File: src/rtl/regfile_wr_arbiter_pkg.sv
// Shared types and constants for the register-file write-port arbiter slice.
package regfile_wr_arbiter_pkg;

  typedef logic [4:0]  reg_addr_t;  // RegAddrBus
  typedef logic [31:0] reg_data_t;  // RegBus

  localparam logic WriteEnable = 1'b1;
  localparam logic ReadEnable  = 1'b1;
  localparam logic RstEnable   = 1'b1;

  typedef enum logic {
    PIPE_PRI = 1'b0,
    FORCE    = 1'b1
  } arb_state_e;

  // Register 0 is hardwired; writes to it are accepted but discarded.
  function automatic logic addr_writable(input reg_addr_t a);
    return a != '0;
  endfunction

endpackage

File: src/rtl/regfile_wr_arbiter_if.sv
// Writeback bus: two requesters in, one registered regfile write port out.
interface regfile_wr_arbiter_if;
  import regfile_wr_arbiter_pkg::*;

  logic      req0_valid;
  reg_addr_t req0_addr;
  reg_data_t req0_data;
  logic      req0_ready;
  logic      req1_valid;
  reg_addr_t req1_addr;
  reg_data_t req1_data;
  logic      req1_ready;
  logic      we;
  reg_addr_t waddr;
  reg_data_t wdata;

  modport master (
    output req0_valid, req0_addr, req0_data, req1_valid, req1_addr, req1_data,
    input  req0_ready, req1_ready, we, waddr, wdata
  );

  modport slave (
    input  req0_valid, req0_addr, req0_data, req1_valid, req1_addr, req1_data,
    output req0_ready, req1_ready, we, waddr, wdata
  );
endinterface

File: src/rtl/regfile_wr_arbiter_reg_scoreboard.sv
// Pending-write scoreboard: one busy bit per register plus decode hazard and
// sticky double-issue error.
module reg_scoreboard
  import regfile_wr_arbiter_pkg::*;
(
  input  logic      clk,
  input  logic      rst,
  input  logic      set_valid_i,
  input  reg_addr_t set_addr_i,
  input  logic      clr_valid_i,
  input  reg_addr_t clr_addr_i,
  input  logic      rd_re1_i,
  input  reg_addr_t rd_addr1_i,
  input  logic      rd_re2_i,
  input  reg_addr_t rd_addr2_i,
  input  logic      dec_wreg_i,
  input  reg_addr_t dec_waddr_i,
  output logic      hazard_o,
  output logic      err_o
);

  logic [31:0] busy_q, busy_d;
  logic        err_q, err_d;

  always_comb begin
    busy_d = busy_q;
    err_d  = err_q;
    if (clr_valid_i) busy_d[clr_addr_i] = 1'b0;
    // Set is applied after clear so a same-cycle issue keeps the bit.
    if (set_valid_i && addr_writable(set_addr_i)) begin
      busy_d[set_addr_i] = 1'b1;
      if (busy_q[set_addr_i]) err_d = 1'b1;
    end
    busy_d[0] = 1'b0;
  end

  always_ff @(posedge clk) begin
    if (rst == RstEnable) begin
      busy_q <= '0;
      err_q  <= 1'b0;
    end else begin
      busy_q <= busy_d;
      err_q  <= err_d;
    end
  end

  assign hazard_o = ((rd_re1_i == ReadEnable) && busy_q[rd_addr1_i])
                  | ((rd_re2_i == ReadEnable) && busy_q[rd_addr2_i])
                  | (dec_wreg_i && busy_q[dec_waddr_i]);
  assign err_o    = err_q;

endmodule

File: src/rtl/regfile_wr_arbiter.sv
// Arbitrates the single regfile write port between the MEM/WB stage and a
// long-latency unit, with a starvation counter forcing the latter through.
module regfile_wr_arbiter
  import regfile_wr_arbiter_pkg::*;
#(
  parameter int unsigned STARVE_LIMIT = 4
) (
  input  logic                       clk,
  input  logic                       rst,
  regfile_wr_arbiter_if.slave        wb,
  input  logic                       iss_valid,
  input  reg_addr_t                  iss_addr,
  input  logic                       rd_re1,
  input  reg_addr_t                  rd_addr1,
  input  logic                       rd_re2,
  input  reg_addr_t                  rd_addr2,
  input  logic                       dec_wreg,
  input  reg_addr_t                  dec_waddr,
  output logic                       hazard,
  output logic                       stall_req,
  output logic                       err
);

  localparam logic [3:0] Limit = 4'(STARVE_LIMIT);

  arb_state_e state_q, state_d;
  logic [3:0] wcnt_q, wcnt_d;
  logic       grant0, grant1;
  logic       we_q, we_d;
  reg_addr_t  waddr_q, waddr_d;
  reg_data_t  wdata_q, wdata_d;

  always_comb begin
    state_d = state_q;
    wcnt_d  = '0;
    grant0  = 1'b0;
    grant1  = 1'b0;
    we_d    = 1'b0;
    waddr_d = waddr_q;
    wdata_d = wdata_q;
    // No grants during reset so a held request is re-presented afterwards.
    if (rst != RstEnable) begin
      unique case (state_q)
        PIPE_PRI: begin
          grant0 = wb.req0_valid;
          grant1 = wb.req1_valid & ~wb.req0_valid;
        end
        FORCE:    grant1 = wb.req1_valid;
        default:  ;
      endcase
    end
    if (wb.req1_valid && !grant1)
      wcnt_d = (wcnt_q == '1) ? wcnt_q : wcnt_q + 4'd1;
    // Switch on the count that includes this cycle's loss, so FORCE is the
    // (STARVE_LIMIT+1)-th cycle of the wait.
    if (state_q == FORCE)
      state_d = PIPE_PRI;
    else if (wb.req1_valid && wcnt_d == Limit)
      state_d = FORCE;
    if (grant0) begin
      we_d    = addr_writable(wb.req0_addr) ? WriteEnable : ~WriteEnable;
      waddr_d = wb.req0_addr;
      wdata_d = wb.req0_data;
    end else if (grant1) begin
      we_d    = addr_writable(wb.req1_addr) ? WriteEnable : ~WriteEnable;
      waddr_d = wb.req1_addr;
      wdata_d = wb.req1_data;
    end
  end

  always_ff @(posedge clk) begin
    if (rst == RstEnable) begin
      state_q <= PIPE_PRI;
      wcnt_q  <= '0;
      we_q    <= 1'b0;
      waddr_q <= '0;
      wdata_q <= '0;
    end else begin
      state_q <= state_d;
      wcnt_q  <= wcnt_d;
      we_q    <= we_d;
      waddr_q <= waddr_d;
      wdata_q <= wdata_d;
    end
  end

  assign wb.req0_ready = grant0;
  assign wb.req1_ready = grant1;
  assign wb.we         = we_q;
  assign wb.waddr      = waddr_q;
  assign wb.wdata      = wdata_q;
  assign stall_req     = (state_q == FORCE);

  reg_scoreboard u_scoreboard (
    .clk         (clk),
    .rst         (rst),
    .set_valid_i (iss_valid),
    .set_addr_i  (iss_addr),
    .clr_valid_i (grant1),
    .clr_addr_i  (wb.req1_addr),
    .rd_re1_i    (rd_re1),
    .rd_addr1_i  (rd_addr1),
    .rd_re2_i    (rd_re2),
    .rd_addr2_i  (rd_addr2),
    .dec_wreg_i  (dec_wreg),
    .dec_waddr_i (dec_waddr),
    .hazard_o    (hazard),
    .err_o       (err)
  );

endmodule

File: src/flat_wrapper.sv
// flat-port wrapper written by rule: the top's interface ports become plain ports
module regfile_wr_arbiter_flat import regfile_wr_arbiter_pkg::*;
#(
  parameter int unsigned STARVE_LIMIT = 4
)
  (clk, rst, iss_valid, iss_addr, rd_re1, rd_addr1, rd_re2, rd_addr2, dec_wreg, dec_waddr, hazard, stall_req, err, wb_req0_valid, wb_req0_addr, wb_req0_data, wb_req1_valid, wb_req1_addr, wb_req1_data, wb_req0_ready, wb_req1_ready, wb_we, wb_waddr, wb_wdata);
  regfile_wr_arbiter_if wb_i ();
  input  logic clk;
  input  logic rst;
  input  logic iss_valid;
  input  reg_addr_t iss_addr;
  input  logic rd_re1;
  input  reg_addr_t rd_addr1;
  input  logic rd_re2;
  input  reg_addr_t rd_addr2;
  input  logic dec_wreg;
  input  reg_addr_t dec_waddr;
  output logic hazard;
  output logic stall_req;
  output logic err;
  input wire logic [$bits(wb_i.req0_valid)-1:0] wb_req0_valid;
  input wire logic [$bits(wb_i.req0_addr)-1:0] wb_req0_addr;
  input wire logic [$bits(wb_i.req0_data)-1:0] wb_req0_data;
  input wire logic [$bits(wb_i.req1_valid)-1:0] wb_req1_valid;
  input wire logic [$bits(wb_i.req1_addr)-1:0] wb_req1_addr;
  input wire logic [$bits(wb_i.req1_data)-1:0] wb_req1_data;
  output wire logic [$bits(wb_i.req0_ready)-1:0] wb_req0_ready;
  output wire logic [$bits(wb_i.req1_ready)-1:0] wb_req1_ready;
  output wire logic [$bits(wb_i.we)-1:0] wb_we;
  output wire logic [$bits(wb_i.waddr)-1:0] wb_waddr;
  output wire logic [$bits(wb_i.wdata)-1:0] wb_wdata;
  assign wb_i.req0_valid = wb_req0_valid;
  assign wb_i.req0_addr = wb_req0_addr;
  assign wb_i.req0_data = wb_req0_data;
  assign wb_i.req1_valid = wb_req1_valid;
  assign wb_i.req1_addr = wb_req1_addr;
  assign wb_i.req1_data = wb_req1_data;
  assign wb_req0_ready = wb_i.req0_ready;
  assign wb_req1_ready = wb_i.req1_ready;
  assign wb_we = wb_i.we;
  assign wb_waddr = wb_i.waddr;
  assign wb_wdata = wb_i.wdata;
  regfile_wr_arbiter #(.STARVE_LIMIT(STARVE_LIMIT)) u_core (.clk(clk), .rst(rst), .wb(wb_i), .iss_valid(iss_valid), .iss_addr(iss_addr), .rd_re1(rd_re1), .rd_addr1(rd_addr1), .rd_re2(rd_re2), .rd_addr2(rd_addr2), .dec_wreg(dec_wreg), .dec_waddr(dec_waddr), .hazard(hazard), .stall_req(stall_req), .err(err));
endmodule
File: config.mk
export PLATFORM = sky130hd
export DESIGN_NAME = regfile_wr_arbiter_flat
export DESIGN_NICKNAME = d
export VERILOG_FILES = /design/src/rtl/regfile_wr_arbiter_pkg.sv /design/src/rtl/regfile_wr_arbiter_if.sv /design/src/rtl/regfile_wr_arbiter_reg_scoreboard.sv /design/src/rtl/regfile_wr_arbiter.sv /design/src/flat_wrapper.sv
export SDC_FILE = /design/constraint.sdc
export NUM_CORES = 1
export LEC_CHECK = 0
export BUFFER_PORTS_ARGS = -buffer_cell sky130_fd_sc_hd__buf_2
export CORE_ASPECT_RATIO = 1.1
export CORE_UTILIZATION = 30
export DETAILED_ROUTE_END_ITERATION = 8
export PLACE_DENSITY = 0.64
export SYNTH_ARGS = -nofsm -noshare
export SYNTH_HDL_FRONTEND = slang
export SYNTH_HIERARCHICAL = 1
export SYNTH_SLANG_ARGS = --single-unit
export TNS_END_PERCENT = 100
File: constraint.sdc
create_clock -name clk -period 1.61 [get_ports clk]
set_input_delay 0.0805 -clock clk [delete_from_list [all_inputs] [get_ports clk]]
set_output_delay 0.0805 -clock clk [all_outputs]
set_load 0.02 [all_outputs]
Word level (Yosys, flattened, before mapping) --
Index checks and enable logic that the tools add are counted.
Cells by class: magnitude comparators 7, add/sub/neg operators 1, reduce and logical (&&, ||, !) cells 15, multiplexer cells 29, bitwise logic cells 8, equal/unequal tests 2
Operator list (number):
- two-way mux 32 bit | 4
- bitwise AND 32 bit | 1
- NOT 32 bit | 1
- bitwise OR 32 bit | 1
- less-than comparator 5 x 6 -> 1 bit (second input constant) | 5
- binary-select mux 1 bit (select 5 bit) | 4
- nonzero test 5 bit | 3
- two-way mux 1 bit | 14
- demux 1 bit (select 5 bit) | 2
- greater-or-equal comparator 5 x 1 -> 1 bit (second input constant) | 2
- two-way mux 5 bit | 2
- logical AND 1 bit | 8
- two-way mux 4 bit | 2
- adder 4 x 1 -> 4 bit (second input constant) | 1
- == test 4 x 3 -> 1 bit (second input constant) | 1
- == test 4 bit (second input constant) | 1
- NOT 1 bit | 2
- bitwise OR 1 bit | 2
- one-hot mux 1 bit (2 select lines) | 1
- AND reduction 2 bit | 1
- nonzero test 2 bit | 1
- OR reduction 2 bit | 1
- bitwise AND 1 bit | 1
- logical NOT 1 bit | 1
Word-level totals: word-level logic and storage cells 70, register bits after elaboration 76, bits of input ports 102

Longest topological paths before layout --
Gate-level depths: netlist of the first run.
word-level depth 10, depth in mapped cells 7

Cells and area by module --
The synthesis of the first run kept the hierarchy.
By module, submodules not included:
- reg_scoreboard | instances 1, cells each 301, area each 2541.2 um^2
- regfile_wr_arbiter | instances 1, cells each 200, area each 2010.7 um^2

Worst setup path after synthesis of the first run --
OpenSTA, ideal clock, no wires.
path type register to register, start point reg u_core.state_q, in the netlist u_core/stall_req, end point reg u_core.u_scoreboard.busy_q[12], stages on the path, launching flop included 6, setup time 0.132 ns, arrival 2.235 ns, path slack -0.757 ns, cell sequence dfxtp_1 and2b_2 nor3b_1 or3b_2 o21ai_0 a21oi_1
Between the ends: word-level cells in the longest chain between the ends 6
RTL lines:
- start: declaration | line regfile_wr_arbiter.sv:26 | arb_state_e state_q, state_d;
- start signal: assignment | line regfile_wr_arbiter.sv:79 | state_q <= state_d;
- NOT 1 bit | line regfile_wr_arbiter.sv:43 | unique case (state_q)
- one-hot mux 1 bit (2 select lines) * | line regfile_wr_arbiter.sv:43
- two-way mux 1 bit * | line regfile_wr_arbiter.sv:42 | if (rst != RstEnable) begin
- named net wb_req1_ready | line flat_wrapper.sv:28 | output wire logic [$bits(wb_i.req1_ready)-1:0] wb_req1_ready;
- two-way mux 32 bit * | line regfile_wr_arbiter_reg_scoreboard.sv:28 | if (clr_valid_i) busy_d[clr_addr_i] = 1'b0;
- bitwise OR 32 bit (no line)
- two-way mux 32 bit * | line regfile_wr_arbiter_reg_scoreboard.sv:30 | if (set_valid_i && addr_writable(set_addr_i)) begin
- end signal: assignment | line regfile_wr_arbiter_reg_scoreboard.sv:42 | busy_q <= busy_d;
- end: declaration | line regfile_wr_arbiter_reg_scoreboard.sv:22 | logic [31:0] busy_q, busy_d;
The timed path passes the listed nets; every way through them passes the cells marked *. A chain may end at the register's enable or synchronous reset.

Worst setup path after layout of the first run --
start point reg u_core.u_scoreboard.busy_q[6], end point out hazard
Between the ends: word-level cells in the longest chain between the ends 5
RTL lines:
- binary-select mux 1 bit (select 5 bit), on equally long branches | line regfile_wr_arbiter_reg_scoreboard.sv:47, regfile_wr_arbiter_reg_scoreboard.sv:48
- two-way mux 1 bit, on equally long branches | line regfile_wr_arbiter_reg_scoreboard.sv:47, regfile_wr_arbiter_reg_scoreboard.sv:48
- logical AND 1 bit, on equally long branches | line regfile_wr_arbiter_reg_scoreboard.sv:47, regfile_wr_arbiter_reg_scoreboard.sv:48
- bitwise OR 1 bit | line regfile_wr_arbiter_reg_scoreboard.sv:48 | | ((rd_re2_i == ReadEnable) && busy_q[rd_addr2_i])
- bitwise OR 1 bit * | line regfile_wr_arbiter_reg_scoreboard.sv:49 | | (dec_wreg_i && busy_q[dec_waddr_i]);
- end: declaration | line flat_wrapper.sv:18 | output logic hazard;
Mark *: on every way between the ends. The rest lies on a longest branch, timed or not. The select of a mux whose other input is x is not followed.

==> impl_metrics.json, run 1 <==
{
  "grt_pass1_wl_mm": 23.2,
  "ys_warn_count": 6,
  "clockBufferDepth": 2,
  "final_cell_mix": "buf_2, dfxtp_1, mux2i_1",
  "final-setup-viol-count": 9,
  "r2r_end": "u_core/u_scoreboard/busy_q[16]$_SDFF_PP0_",
  "p_leak_nw": 2.70,
  "reg2reg_slack_ps": -130,
  "arrival_ps": 2020,
  "detail_route.wl_per_cell_um": 16.9,
  "grt_pass1_vias": 4487,
  "p_int_mw": 3.45,
  "holdPathEnd": "u_core/wb.wdata[27]$_SDFFE_PP0P_",
  "cts_made_buffers": 9,
  "violations": "setup timing",
  "synth_edf_count": 0,
  "syn_avg_cell_area_um2": 9.09,
  "fin_skew_ps": 3.11,
  "routed-via-count": 4658,
  "numClockSinks": 75,
  "remaining_drc_errors": 0,
  "synth_top_area_frac": 0.330,
  "cellPowerDensity_mw_per_mm2": 760,
  "syn_area_mm2": 0.00455,
  "row_count": 46,
  "detail-route-antenna-nets": 0,
  "pin_count": 145,
  "design_area_mm2": 0.00629,
  "syn-instance-count": 501,
  "insertion_delay_ps": 330,
  "fmax_mhz": 477,
  "required_ps": 1530,
  "crit_type": "reg -> out",
  "fin_crit_sh": 1.30,
  "gp_congestion": 0.921,
  "cp-end-kind": "primary output",
  "viasPerCell": 5.32,
  "mostFrequentLayoutCell": "buf_2",
  "ys_seq_elements": 75,
  "ys_types": 57,
  "hold_depth": 3,
  "grt_start_max_net_pins": 55,
  "grt_overflow_total": 0,
  "die_y_um": 131,
  "worstMarginPinSlew_ps": 658,
  "fin_nets": 783,
  "combPwrFrac": 0.198,
  "die_w_um": 119,
  "ys_seq_area_frac": 0.330,
  "io_buffer_count": 144,
  "initial_core_util": 0.311,
  "placed_cells": 860,
  "drt_iter0_markers": 260,
  "slew_violations": 0,
  "clkPwrFrac": 0.386,
  "fp.dieArea_mm2": 0.0157,
  "postLayoutSetupSlackWorst_ps": -486,
  "htreeDepth": 3,
  "worst-path-max-fanout": 5,
  "startpoint_type": "register",
  "detailed_place_hpwl_mm": 10.5,
  "tritoncts": "yes",
  "finalHoldViolCount": 0,
  "antenna_found_initial": 0,
  "p_seq_frac": 0.416,
  "p_switching_mw": 1.33,
  "worstHoldPathType": "in -> reg",
  "p_sw_frac": 0.278,
  "ys_async_sr_fraction": 0,
  "place_area_mm2": 0.00574,
  "synth_area_leader_cell": "dfxtp_1",
  "post-route-util": 0.430,
  "outcome": "finished with violations",
  "final_cells": 876,
  "dr.pass1.iters": 5,
  "grt_usage": 0.186,
  "hold_path_startpoint": "wb_req0_data[27]",
  "synthTopCellsByArea": "dfxtp_1, mux2i_1, a211oi_1, mux4_2, a21oi_1",
  "hold-worst-slack_ps": 34.5,
  "wirelength_mm": 14.8,
  "core_area_mm2": 0.0146,
  "rsz0062_at_grt": "true",
  "cts_root_buf": "clkbuf_16",
  "r2r_cells": 5,
  "drv_cap": 0,
  "syn_nets": 604,
  "drive_gt1_frac": 0.444,
  "timing.rr.start": "u_core/stall_req$_SDFF_PP0_",
  "ir_drop_uv": 447,
  "clk_pin_slew_ps": 60,
  "fin_crit_ps": 2100,
  "synthFlopType": "dfxtp_1",
  "slew_headroom": 0.561,
  "area_growth_pct": 38.2
}
[area by class of cell]
cell class                 count  area, um2
clock inverter                 3       15.0
clock buffer                  11        253
inverter                       5       18.8
antenna                        1       2.50
tap                          192        240
timing repair buffer         204       1240
fill                        1515       8330
multi-input combinational    385       3010
sequential                    75       1510
[routing by layer]
layer  track usage  vias to the layer above  wire (um)
met1         0.241                     2173       6490
met3        0.0469                       34       1010
met2         0.296                      216       6930
li1              -                     2235          -
met4        0.0681                        0        388
met5             0                        -          0
[worst max-delay path: stages (launching register included)]
cell and delay, ps:
dfxtp_1 370, mux4_1 540, o22ai_2 160, o31ai_1 80, a2111o_1 380, buf_2 160
[through the flow]
stage	power [mW]	setup WS, ps	TNS, ps
2_1_floorplan	2.56	-169	-1360
3_3_place_gp	2.92	-190	-805
3_5_place_dp	2.93	-201	-1060
4_1_cts	4.82	-473	-882
5_1_grt	5.01	-574	-3220
6_report	4.78	-486	-1280
[worst max path at each step]
| stage | startpoint | end | slack, ps | cells past startpoint |
|---|---|---|---|---|
| floorplan | u_core/stall_req$_SDFF_PP0_ | u_core/u_scoreboard/busy_q[12]$_SDFF_PP0_ | -170 | 5 |
| global placement | rd_addr2[1] | hazard | -190 | 6 |
| detailed placement | rd_addr2[1] | hazard | -200 | 6 |
| CTS | u_core/u_scoreboard/busy_q[18]$_SDFF_PP0_ | hazard | -470 | 6 |
| global route | u_core/u_scoreboard/busy_q[18]$_SDFF_PP0_ | hazard | -570 | 6 |
| finish | u_core/u_scoreboard/busy_q[6]$_SDFF_PP0_ | hazard | -490 | 5 |
[cell usage after synthesis, types with 5 or more instances]
cell,count
dfxtp_1,75
mux2i_1,59
nor2_1,50
a21oi_1,38
nand2_1,38
a211oi_1,37
o21ai_0,32
nand3_1,17
buf_2,12
clkbuf_1,11
mux2_2,11
mux4_2,10
nand3b_1,10
buf_6,7
nor2b_1,7
nand2b_1,6
nor3b_1,6
inv_1,5
nor3_1,5
[cells by family after synthesis]
family                     after synthesis  share of synthesized area
AOI/OAI and AO/OA                      131                      0.181
xor gates and xnor gates                 2                    0.00385
adders and majority gates                1                    0.00275
buffers and inverters                   42                     0.0616
DFF                                     75                      0.330
muxes                                   84                      0.230
and+or+nand+nor                        166                      0.191
[flip-flops by register name (all words and copies together) (netlist names)]
signal	cells
u_core/u_scoreboard/err_o	1
u_core/wb.wdata	32
u_core/wb.we	1
u_core/wb.waddr	5
u_core/u_scoreboard/busy_q	31
u_core/stall_req	1
u_core/wcnt_q	4
[power by group through the flow]
stage	registers (mW)	logic (mW)	clock network, mW
after floorplan	2.12	0.446	0
after global placement	2.03	0.897	0
after detailed placement	2.03	0.906	0
after CTS	1.99	0.919	1.91
after global routing	2.00	1.02	1.99
final	1.99	0.946	1.85
[what timing repair did]
item,CTS,global route
gates resized for setup,14,72
endpoints found under the setup margin,11,35
hold buffers,0,0
gates cloned,1,0
buffers inserted,2,0
pin swaps,3,44
Note: power is estimated with default switching activity, not from simulation.
==> run 2, diff against run 1 <==
CORE_MARGIN = 4   (was default)
RECOVER_POWER = 25   (was default)
SETUP_SLACK_MARGIN = 0.3   (was default)
==> run 2 against run 1 <==
  * Largest power group unchanged
  * Sequential power hardly changed
  * Non-clock buffer count is 18 higher
  * Clock-buffer cell count decreased by 2
  * Critical endpoint unchanged
  * Sequential cell count is the same
  * The flow still finishes with violations (setup timing)
  * Clock power increased by 8%
  * Clock skew is 1.4 ps higher
  * Critical path depth up 1
  * Largest cell class unchanged
  * Total power is 6.0% higher
==> impl_metrics.json, run 2 (same netlist as run 1, synthesis figures left out) <==
{
  "outcome": "finished with violations",
  "violations": "setup timing",
  "grt_start_max_net_pins": 46,
  "maxUsedRoutingLayer": "met4",
  "clockBufferDepth": 2,
  "slew_violations": 0,
  "drt_iter0_markers": 280,
  "worstHoldPathType": "in -> reg",
  "crit_type": "reg -> out",
  "detailed_place_hpwl_mm": 10.9,
  "clkPwrFrac": 0.392,
  "crit_chain": "buf_6, mux4_2, mux2i_1, o22ai_1, a2111o_1, buf_6",
  "postLayoutSetupSlackWorst_ps": -515,
  "arrival_ps": 2040,
  "final_cell_mix": "buf_2, dfxtp_1, mux2i_1",
  "cp_top_family": "multiplexers",
  "combPwrFrac": 0.214,
  "post-route-util": 0.465,
  "worstMarginPinSlew_ps": 474,
  "slew_headroom": 0.681,
  "cts_made_buffers": 9,
  "largest_register_ffs": 32,
  "reg2reg_slack_ps": -90,
  "fin_skew_ps": 4.46,
  "fin_crit_ps": 2130,
  "fin_nets": 801,
  "grt_pass1_vias": 4651,
  "wl_met1_mm": 6.64,
  "routed-via-count": 4715,
  "grt_overflow_total": 0,
  "required_ps": 1530,
  "p_switching_mw": 1.46,
  "wirelength_mm": 15.8,
  "max_stage_delay_ps": 430,
  "numClockSinks": 75,
  "pin_count": 145,
  "fin_crit_sh": 1.32,
  "endpoint": "hazard",
  "row_count": 46,
  "clk_pin_slew_ps": 60,
  "wl_met2_mm": 7.56,
  "crit_start": "u_core/u_scoreboard/busy_q[13]$_SDFF_PP0_",
  "remaining_drc_errors": 0,
  "timing.rr.start": "u_core/stall_req$_SDFF_PP0_",
  "drv_cap": 0,
  "p_int_mw": 3.61,
  "rsz0062_at_grt": "true",
  "p_leak_nw": 2.80,
  "detail-route-antenna-nets": 0,
  "setup_tns_ps": -1050,
  "finalHoldViolCount": 0,
  "io_buffer_count": 144,
  "grt_pass1_wl_mm": 23.8,
  "cp_num_buf_inv": 2,
  "worst-path-max-fanout": 4,
  "p_sw_frac": 0.287,
  "crit_top_cell": "buf_6",
  "fp.dieArea_mm2": 0.0172,
  "core_area_mm2": 0.0147,
  "slowest_stage": "mux4_2",
  "post-place-ws_ps": -164,
  "antennaDiodeCount": 0,
  "insertion_delay_ps": 330,
  "total_power_mw": 5.07,
  "r2r_end": "u_core/u_scoreboard/busy_q[16]$_SDFF_PP0_",
  "tritoncts": "yes",
  "mostFrequentLayoutCell": "buf_2",
  "gp_congestion": 0.893,
  "initial_core_util": 0.310,
  "routed-wl-met3_mm": 1.24,
  "fmax_mhz": 471,
  "ir_drop_uv": 376,
  "cts_root_buf": "clkbuf_16",
  "r2r_cells": 5,
  "startpoint_type": "register",
  "cp-end-kind": "primary output",
  "dr.pass1.iters": 5,
  "viasPerCell": 5.27,
  "critical_path_depth": 6,
  "area_growth_pct": 49.9,
  "drive_gt1_frac": 0.504,
  "detail_route.wl_per_cell_um": 17.6,
  "die_y_um": 137,
  "htreeDepth": 3,
  "p_seq_frac": 0.393,
  "antenna_found_initial": 0,
  "hold-worst-slack_ps": 10.1,
  "final-setup-viol-count": 16,
  "cellPowerDensity_mw_per_mm2": 743,
  "grt_usage": 0.171,
  "die_w_um": 125
}
## run 2: how the worst min path moves through the flow
stage	from	endpoint	slack (ps)	depth (start not counted)
detailed placement	wb_req0_data[29]	u_core/wb.wdata[29]$_SDFFE_PP0P_	380	3
CTS	wb_req0_data[16]	u_core/wb.wdata[16]$_SDFFE_PP0P_	20	3
floorplan	wb_req0_data[10]	u_core/wb.wdata[10]$_SDFFE_PP0P_	260	2
global route	wb_req0_data[15]	u_core/wb.wdata[15]$_SDFFE_PP0P_	7	3
global placement	wb_req0_data[20]	u_core/wb.wdata[20]$_SDFFE_PP0P_	370	3
finish	wb_req0_data[15]	u_core/wb.wdata[15]$_SDFFE_PP0P_	10	3
## run 2: final cells by class
type	count	area [um2]
Clock inverter	7	68.8
Tap cell	192	240
Timing Repair Buffer	222	1490
Sequential cell	75	1520
Fill cell	1472	7850
Clock buffer	9	225
Inverter	5	18.8
Multi-Input combinational cell	385	3260
## run 2: through the flow
stage               area (um2)  std cells
global route              6830        895
floorplan                 4570        501
global placement          5750        860
finish                    6830        895
detailed placement        5750        860
CTS                       6280        884
## run 2: power by group through the flow
stage	combinational, mW	clock (mW)	sequential, mW
2_1_floorplan	0.447	0	2.12
3_3_place_gp	0.891	0	2.03
3_5_place_dp	0.899	0	2.02
4_1_cts	0.943	2.05	1.99
5_1_grt	1.17	2.11	2.01
6_report	1.09	1.99	1.99
## run 2: repair_timing
| action | in CTS | in global routing |
|---|---|---|
| buffers inserted | 7 | 4 |
| hold buffers | 0 | 2 |
| endpoints found under the setup margin | 54 | 48 |
| gates resized for setup | 61 | 108 |
| pin swaps | 20 | 26 |
| cloned | 1 | 5 |
| hold endpoints to repair | 0 | 2 |
## run 2: metal layers
layer,vias to the layer above,track usage
met5,-,0
met4,0,0.0596
met3,25,0.0430
met2,220,0.284
met1,2198,0.218
li1,2272,-
## run 2: worst register-to-register path, stage by stage (launching register included)
cell and delay, ps:
dfxtp_4 350, and2b_2 250, nor3b_4 220, or3b_4 500, o21ai_2 150, a21oi_1 90
==> run 3, diff against run 2 <==
ABC_AREA = 1   (was default)
PLACE_DENSITY = 0.63   (was 0.64)
==> run 3 against run 2 <==
  * Global-route usage is 2.0 points higher
  * Register-to-register slack improved by 450 ps
  * Synthesized cell count grew 69%
  * Combinational power shrank 6%
  * Largest cell class unchanged
  * Highest routed layer unchanged
  * The flow now finishes without violations
  * Clock power up 5%
  * Core utilization shrank 5.2 points
  * Area after synthesis increased by 7.7%
  * Clock skew increased by 4.2 ps
  * Hold slack better by 24 ps
  * Final area is 4.1% lower
==> impl_metrics.json, run 3 <==
{
  "synth-compound-area-share": 0.0799,
  "syn-instance-count": 845,
  "ys_types": 24,
  "required_ps": 1530,
  "synth_common_cells": "nand2_1, nand3_1, inv_1",
  "ir_drop_uv": 490,
  "reg2reg_slack_ps": 360,
  "clk_pin_slew_ps": 60,
  "synth_xor_area_frac": 0,
  "synth_area_leader_cell": "dfxtp_1",
  "die_w_um": 130,
  "detail-route-antenna-nets": 0,
  "htreeDepth": 3,
  "worstMarginPinSlew_ps": 493,
  "grt_overflow_total": 0,
  "tritoncts": "yes",
  "grt_usage": 0.191,
  "clockBufferDepth": 2,
  "arrival_ps": 1510,
  "max_stage_delay_ps": 360,
  "startpoint_type": "register",
  "grt_start_max_net_pins": 65,
  "num-fill-cells": 1781,
  "slowest_stage": "dfxtp_4",
  "synthTopCellsByArea": "dfxtp_1, nand2_1, nand3_1, inv_1, o21ai_0",
  "grt_pass1_wl_mm": 27.9,
  "viasPerCell": 4.99,
  "io_buffer_count": 144,
  "cp-end-kind": "primary output",
  "rsz0062_at_grt": "true",
  "ys_warn_count": 6,
  "fin_crit_ps": 1590,
  "syn_nets": 948,
  "finalHoldViolCount": 0,
  "fin_crit_sh": 0.988,
  "ys_async_sr_fraction": 0,
  "cts_root_buf": "clkbuf_16",
  "die_y_um": 142,
  "outcome": "finished clean",
  "yosysMostFrequentCell": "nand2_1",
  "setup_tns_ps": 0,
  "mostFrequentLayoutCell": "nand2_1",
  "slew_violations": 0,
  "remaining_drc_errors": 0,
  "dr.pass1.iters": 5,
  "worstHoldPathType": "in -> reg",
  "synth_edf_count": 0,
  "worst-path-max-fanout": 4,
  "core_area_mm2": 0.0159,
  "synthMuxAreaShare": 0,
  "synthFlopType": "dfxtp_1",
  "synth_top_family_by_area": "simple AND/OR/NAND/NOR gates",
  "drive_gt1_frac": 0.257,
  "detailed_place_hpwl_mm": 13.0,
  "drv_cap": 0,
  "area_growth_pct": 33.6,
  "crit_type": "reg -> out",
  "synth_top_area_frac": 0.306,
  "insertion_delay_ps": 330,
  "syn_area_mm2": 0.00490,
  "fmax_mhz": 629,
  "final_cell_mix": "nand2_1, nand3_1, buf_2",
  "wirelength_mm": 18.2,
  "p_leak_nw": 3.21,
  "routed-via-count": 5944,
  "cellPowerDensity_mw_per_mm2": 776,
  "cp_top_family": "simple AND/OR/NAND/NOR gates",
  "slew_headroom": 0.670,
  "fp.dieArea_mm2": 0.0184,
  "synth-simple-area-share": 0.490,
  "grt_pass1_vias": 5405,
  "gp_congestion": 0.927,
  "drt_iter0_markers": 432,
  "detail_route.wl_per_cell_um": 15.3,
  "cts_made_buffers": 9,
  "antenna_found_initial": 0,
  "antennaDiodeCount": 0,
  "syn_avg_cell_area_um2": 5.80,
  "final-setup-viol-count": 0,
  "numClockSinks": 75,
  "cp_num_buf_inv": 2,
  "ys_seq_area_frac": 0.306,
  "fin_nets": 1090,
  "total_power_mw": 5.08,
  "pin_count": 145,
  "fin_skew_ps": 8.66,
  "largest_register_ffs": 32,
  "crit_chain": "inv_1, nand2_1, nand3_2, nand3_2, nand3_2, nand3_1, nand3_1, nand3_1, buf_6",
  "initial_core_util": 0.309,
  "ys_seq_elements": 75,
  "synthAdderAreaFrac": 0.00255,
  "row_count": 48
}
## run 3: power by group
part	switching (mW)	total [mW]	internal (mW)
combinational	0.645	1.03	0.384
clock	0.797	2.08	1.29
sequential	0.0528	1.97	1.91
total	1.49	5.08	3.59
## run 3: through the flow
step / setup WS (ps) / area, um2 / cells / util / hold slack [ps]
finish: 19.0 / 6550 / 1192 / 0.413 / 34.0
global route: -41.8 / 6550 / 1192 / 0.413 / 37.7
CTS: 8.41 / 6380 / 1190 / 0.403 / 21.6
detailed placement: 128 / 5860 / 1168 / 0.369 / 375
global placement: 191 / 5860 / 1168 / 0.369 / 372
floorplan: 298 / 4900 / 845 / - / 150
## run 3: worst reg2reg max path, delay by kind of cell, from the launching register on
family          cells  cell delay (ps)
flops               1              330
compound gates      2              290
buf+inv             2              150
simple gates        3              340
## run 3: path summary, 6_finish.rpt
check                                                          startpoint                                        to  depth (start not counted)
worst min-delay path                                     wb_req0_data[20]          u_core/wb.wdata[20]$_SDFFE_PP0P_                          5
worst min register to register     u_core/u_scoreboard/err_o$_SDFFE_PP0P_    u_core/u_scoreboard/err_o$_SDFFE_PP0P_                          2
worst max-delay path            u_core/u_scoreboard/busy_q[25]$_SDFF_PP0_                                    hazard                          9
worst max register to register                u_core/stall_req$_SDFF_PP0_  u_core/u_scoreboard/busy_q[1]$_SDFF_PP0_                          7
## run 3: area by class of cell
class / instances / area (um2) / area share
multi-input cells: 627 / 2980 / 0.455
flip-flops and latches: 75 / 1570 / 0.240
inverters: 103 / 394 / 0.0602
repair buffers: 171 / 1040 / 0.159
clock buffers: 11 / 253 / 0.0386
well taps: 200 / 250 / 0.0382
clock inverters: 5 / 58.8 / 0.00898
## run 3: layer usage
| layer | track usage | vias up | wire, um |
|---|---|---|---|
| met5 | 0 | - | 0 |
| met4 | 0.0717 | 0 | 520 |
| met3 | 0.0492 | 40 | 1690 |
| met2 | 0.312 | 290 | 8570 |
| met1 | 0.242 | 2614 | 7460 |
| li1 | - | 3000 | - |
## run 3: repair_timing
item                                    in CTS  in global routing
endpoints found under the setup margin      34                 67
resized for setup                           46                 74
setup buffers                                4                  0
hold buffers                                 0                  0
cloned                                       2                  2
pin swaps                                    5                 12
## run 3: kinds of logic (layout without fill, tap and decap cells)
logic type / after synthesis / count (layout)
simple gates: 549 / 549
buf+inv: 143 / 290
fa+ha+maj: 1 / 1
flops: 75 / 75
compound gates: 77 / 77
